==> src/rtl/imem_loader_pkg.sv <==
// imem_loader_pkg: shared state encoding and stream header width for the program loader
package imem_loader_pkg;

    typedef enum logic [2:0] {
        S_IDLE,
        S_HDR_HI,
        S_HDR_LO,
        S_WORD,
        S_WRITE,
        S_CHK,
        S_DONE,
        S_ERR
    } state_e;

    localparam int HDR_W = 16;

endpackage

==> src/rtl/imem_loader.sv <==
// imem_loader: byte-stream loader that writes instruction memory and holds the core in reset until the image is in.
// Optional trailing XOR checksum byte is enabled by defining IMEM_LOADER_CHECKSUM_EN.
module imem_loader
    import imem_loader_pkg::*;
#(
    parameter int ADDR_W = 8
) (
    input  logic              CLK,
    input  logic              RST,
    input  logic              Start,
    input  logic [7:0]        Byte_In,
    input  logic              Byte_Valid,
    output logic              Byte_Ready,
    output logic              WE,
    output logic [31:0]       W_Ins,
    output logic [ADDR_W-1:0] W_Addr,
    output logic              CPU_RST,
    output logic              Done,
    output logic              Error
);

    localparam logic [HDR_W-1:0] CAP = HDR_W'(2 ** ADDR_W);
`ifdef IMEM_LOADER_CHECKSUM_EN
    localparam state_e FIN_S = S_CHK;
`else
    localparam state_e FIN_S = S_DONE;
`endif

    state_e             state_q, state_d;
    logic [HDR_W-1:0]   count_q, count_d;
    logic [ADDR_W-1:0]  addr_q, addr_d;
    logic [1:0]         idx_q, idx_d;
    logic [23:0]        shreg_q, shreg_d;
    logic [31:0]        w_ins_q, w_ins_d;
    logic [ADDR_W-1:0]  w_addr_q, w_addr_d;
`ifdef IMEM_LOADER_CHECKSUM_EN
    logic [7:0]         csum_q, csum_d;
`endif
    logic               take;
    logic [HDR_W-1:0]   hdr_n;
    logic [HDR_W-1:0]   addr_ext;

    assign take       = Byte_Valid & Byte_Ready;
    assign hdr_n      = {count_q[HDR_W-1:8], Byte_In};
    assign addr_ext   = HDR_W'(addr_q) + HDR_W'(1);
    assign Byte_Ready = (state_q == S_HDR_HI) | (state_q == S_HDR_LO) | (state_q == S_WORD) | (state_q == S_CHK);
    assign WE         = state_q == S_WRITE;
    assign CPU_RST    = state_q != S_DONE;
    assign Done       = state_q == S_DONE;
    assign Error      = state_q == S_ERR;
    assign W_Ins      = w_ins_q;
    assign W_Addr     = w_addr_q;

    // Next-state: header parse, byte assembly into words, write pulse and completion
    always_comb begin
        state_d  = state_q;
        count_d  = count_q;
        addr_d   = addr_q;
        idx_d    = idx_q;
        shreg_d  = shreg_q;
        w_ins_d  = w_ins_q;
        w_addr_d = w_addr_q;
`ifdef IMEM_LOADER_CHECKSUM_EN
        csum_d   = csum_q;
`endif
        case (state_q)
            S_IDLE, S_DONE, S_ERR: state_d = Start ? S_HDR_HI : state_q;
            S_HDR_HI: if (take) begin
                count_d = {Byte_In, count_q[7:0]};
                state_d = S_HDR_LO;
            end
            S_HDR_LO: if (take) begin
                count_d = hdr_n;
                addr_d  = '0;
                idx_d   = '0;
`ifdef IMEM_LOADER_CHECKSUM_EN
                csum_d  = '0;
`endif
                state_d = (hdr_n == '0) ? FIN_S : (hdr_n > CAP) ? S_ERR : S_WORD;
            end
            S_WORD: if (take) begin
                shreg_d = {shreg_q[15:0], Byte_In};
                idx_d   = idx_q + 2'd1;
`ifdef IMEM_LOADER_CHECKSUM_EN
                csum_d  = csum_q ^ Byte_In;
`endif
                if (idx_q == 2'd3) begin
                    w_ins_d  = {shreg_q, Byte_In};
                    w_addr_d = addr_q;
                    state_d  = S_WRITE;
                end
            end
            S_WRITE: begin
                addr_d  = addr_q + 1'b1;
                state_d = (addr_ext == count_q) ? FIN_S : S_WORD;
            end
`ifdef IMEM_LOADER_CHECKSUM_EN
            S_CHK: if (take) state_d = (Byte_In == csum_q) ? S_DONE : S_ERR;
`endif
            default: ;
        endcase
    end

    // State registers; reset aborts any load in progress immediately
    always_ff @(posedge CLK or negedge RST) begin
        if (!RST) begin
            state_q  <= S_IDLE;
            count_q  <= '0;
            addr_q   <= '0;
            idx_q    <= '0;
            shreg_q  <= '0;
            w_ins_q  <= '0;
            w_addr_q <= '0;
`ifdef IMEM_LOADER_CHECKSUM_EN
            csum_q   <= '0;
`endif
        end else begin
            state_q  <= state_d;
            count_q  <= count_d;
            addr_q   <= addr_d;
            idx_q    <= idx_d;
            shreg_q  <= shreg_d;
            w_ins_q  <= w_ins_d;
            w_addr_q <= w_addr_d;
`ifdef IMEM_LOADER_CHECKSUM_EN
            csum_q   <= csum_d;
`endif
        end
    end

endmodule
==> config.mk <==
export PLATFORM = sky130hd
export DESIGN_NAME = imem_loader
export DESIGN_NICKNAME = d
export VERILOG_FILES = /design/src/rtl/imem_loader_pkg.sv /design/src/rtl/imem_loader.sv
export SDC_FILE = /design/constraint.sdc
export NUM_CORES = 1
export LEC_CHECK = 0
export CAP_MARGIN = 10
export CORE_MARGIN = 2
export CORE_UTILIZATION = 57
export CTS_CLUSTER_DIAMETER = 40
export CTS_CLUSTER_SIZE = 10
export DETAILED_ROUTE_END_ITERATION = 12
export DONT_BUFFER_PORTS = 1
export PLACE_DENSITY = 0.75
export SYNTH_ARGS = -nofsm -noshare
export SYNTH_HDL_FRONTEND = slang
export SYNTH_SLANG_ARGS = --single-unit
==> constraint.sdc <==
create_clock -name CLK -period 1.8 [get_ports CLK]
set_clock_uncertainty 0.2 [all_clocks]
set_input_delay 0 -clock CLK [delete_from_list [all_inputs] [get_ports CLK]]
set_output_delay 0 -clock CLK [all_outputs]
set_load 0.005 [all_outputs]
==> summary.txt <==
Drt
  • DRT Wirelength: 8.48 mm
  • Routed Antenna Nets: 0
  • Initial DRC count: between 150 and 200
  • Total number of vias: between 2k and 3k
  • Vias per std cell: between 5 and 6
  • # DRC: 0
  • Drt wl/cell: between 15 and 20 µm
  • 1st-pass router iterations: 4

Timing
  • Final min period: around 1800 ps
  • Slew Viols, Final: 0
  • Final setup fails: 11
  • Minimum hold slack: -871 ps
  • Setup TNS: -85.1 ps
  • Max transition margin: between 70% and 80%
  • Peak Freq: approximately 0.55 GHz
  • Period utilization: 101%
  • RSZ-0062 raised after global routing: yes
  • Final Hold Vio Count: just over 90
  • Worst setup margin: -17.2 ps
  • Worst-margin pin slew: 354 ps

Critical path
  • WP buf/inv: 0
  • CP max stage delay: approximately 490 ps
  • Reg-to-reg endpoint: state_q[0]
  • Critical path class: reg -> reg
  • Setup crit start kind: flop
  • Critical-path top delay cell: or4_4
  • Worst r2r path cells: 5
  • Crit Path Max Fanout: 4
  • Crit path capture type: flop
  • Flop2flop setup slack: -20 ps
  • CP Data Required Time: 1840 ps
  • CP cell instances: ha_4 -> or4_4 -> a21oi_4 -> o21bai_4 -> a2bb2oi_1
  • WP data arrival: ~1900 ps
  • RR Startpoint: addr_q[1]
  • Critical path's top delay family: simple AND/OR/NAND/NOR gates

Synthesis
  • Prevailing post-synth register cell: dfrtp_1
  • Unique cell type count in the Yosys netlist: between 40 and 50
  • Register area share after synthesis: 56.9%
  • Top cell type's share of synthesized area: a little under three fifths
  • Yosys warning total: 0
  • Yosys top cell by area: dfrtp_1
  • Top cells by count, synth: 93 x dfrtp_1, 78 x mux2_2, 21 x nand2_1
  • Mapped Cells: about 310
  • Top-count cell post-synth: dfrtp_1
  • Post-synth ARST share: 100%
  • Synthesized cell area: a little over 4000 µm²
  • Largest cells by area after synthesis: dfrtp_1 57%, mux2_2 21%, nand2_1 1.9%
  • Avg Cell Area, Syn: ~13 µm²
  • Seq cells post-synth: a little over 90
  • Nets in the synthesized netlist: around 330
  • Post-synth EDFFs: 0

Power and ir drop
  • Total Power: around 7.3 mW
  • Clk pwr share: between 10% and 20%
  • Max rail drop VDD: slightly below 0.001 V
  • Switching power share of the total: roughly a third
  • Pint: between 4 and 5 mW
  • Power density cells: between 1500 and 2000 nW/µm²
  • Switching power: ~2.3 mW
  • Combinational fraction of design power: around a third
  • Static Leak: 2.17 nW
  • Register share of total power: between 50% and 60%

Global routing
  • Largest net degree at the start of global routing: 94
  • First-pass GRT wire length: 13.2 mm
  • Initial antenna violation count: 1
  • Overflow after GRT: 0
  • Gr usage total: between 20% and 30%
  • Vias in the first global route: between 2k and 3k

Floorplan
  • Rows: 30
  • Die height: roughly 90 µm
  • Die ar.: 7870 µm²
  • # IOs: 57
  • Chip width: between 80 and 90 µm
  • Core box area: about 6900 µm²
  • Starting Density: roughly three fifths

Clock tree
  • Num CTS Buffers: 9
  • Reg clk slew, reported paths: approximately 90 ps
  • Root Buffer: clkbuf_8
  • Clk sinks: 93
  • H-tree Lvls: 3
  • Bufs on Longest Clock Path: 2
  • Worst skew pair latency: about 360 ps
  • CTS tree: yes

Final layout
  • Multi-input gate area: about 1700 µm²
  • Layout cells sized above 1: roughly 43%
  • Area delta synth->final: 18.0%
  • Final net count: approximately 360
  • Sequential standard cell area: ~2300 µm²
  • # fillers: 473
  • Cell area after layout: about 4800 µm²
  • Finished Layout Cells: 451
  • Util after Layout: ~70%

Placement
  • IO buf count: 0
  • Placed cell areas: ~4300 µm²
  • HPWL Detailed: 5.15 mm
  • Final RePlAce weighted congestion: ~0.81
  • Dpl cells: roughly 420

Run status
  • Failing checks: negative hold slack, negative setup slack
  • Outcome: finished with violations

Run
  • Max Cap Viol: 0

Worst hold path
  • Min-delay worst type: in -> async
cells in the final DEF, fill, tap and decap left out, drive strengths merged, types with 4 or more instances in the layout:
master       count
dlygate4sd3     10
nor4             4
nor2             9
nand2           21
o21ai           16
o211ai           4
inv              5
mux2            80
a21oi            5
clkbuf          14
xnor2            7
dfrtp           93
nand3            6
buf             34
xor2             4
how the worst max path moves through the flow:
stage                         start         end  slack, ps  cells after the start
after floorplan           addr_q[1]  state_q[0]        -60                      6
after global placement     idx_q[0]    W_Ins[3]       -120                      5
after detailed placement   idx_q[1]   W_Ins[14]       -150                      5
after CTS                 addr_q[0]  state_q[0]        -10                      5
after global routing       idx_q[0]   W_Addr[6]        -80                      5
final                     addr_q[1]  state_q[0]        -20                      5
sequential cells by signal, summed over array words and instances (netlist names):
signal / cells
W_Addr: 8
W_Ins: 32
addr_q: 8
count_q: 16
idx_q: 2
shreg_q: 24
state_q: 3
layer usage:
metal | part of all wire (%) | global-route usage, % | vias up
met5 | 0 | 0 | -
met4 | 2.1 | 8.95 | 0
met3 | 5.3 | 5.13 | 21
met2 | 49 | 35.2 | 77
met1 | 44 | 30.0 | 1304
li1 | - | - | 1180
logic make-up after synthesis:
kind of cell	share of synthesized area (%)
AND/OR/NAND/NOR	8.13
flip-flops	56.9
adder cells (fa/ha/maj)	0.612
XOR/XNOR	2.35
multiplexers	22.5
buffers and inverters	3.76
AO/OA/AOI/OAI	5.75
final cells by class:
class / count / share of cell area [%]
multi-input cells: 194 / 35.3
well taps: 96 / 2.49
clock inverters: 4 / 0.674
clock buffers: 12 / 3.01
diodes: 1 / 0.0518
flip-flops and latches: 93 / 48.2
inverters: 5 / 0.389
repair buffers: 46 / 9.82
per-stage QoR:
stage	worst slack [ps]	hold WS (ps)
5_1_grt	-75.4	-892
4_1_cts	-11.1	-880
2_1_floorplan	-58.2	-496
3_5_place_dp	-153	-492
6_report	-17.2	-871
3_3_place_gp	-121	-493
worst register-to-register path: cells and delay by family (launching register included):
family,cells,cell delay (ps)
AND/OR/NAND/NOR,1,490
flip-flops,1,450
AO/OA/AOI/OAI,3,360
adder cells (fa/ha/maj),1,200
what timing repair did:
| item | CTS | global route |
|---|---|---|
| endpoints found under the hold margin | 139 | 99 |
| cloned | 0 | 3 |
| pin swaps | 3 | 5 |
| resized for setup | 11 | 14 |
| endpoints found under the setup margin | 42 | 60 |
| hold buffers | 9 | 1 |
| setup buffers | 2 | 3 |
power by group through the flow:
stage               logic, mW  clock network [mW]  registers (mW)
global route             2.55                1.39            3.77
CTS                      2.17                1.28            3.64
global placement         1.95                   0            3.63
detailed placement       2.06                   0            3.67
floorplan                1.62                   0            3.46
finish                   2.34                1.26            3.65
(Power assumes the default switching activity.)
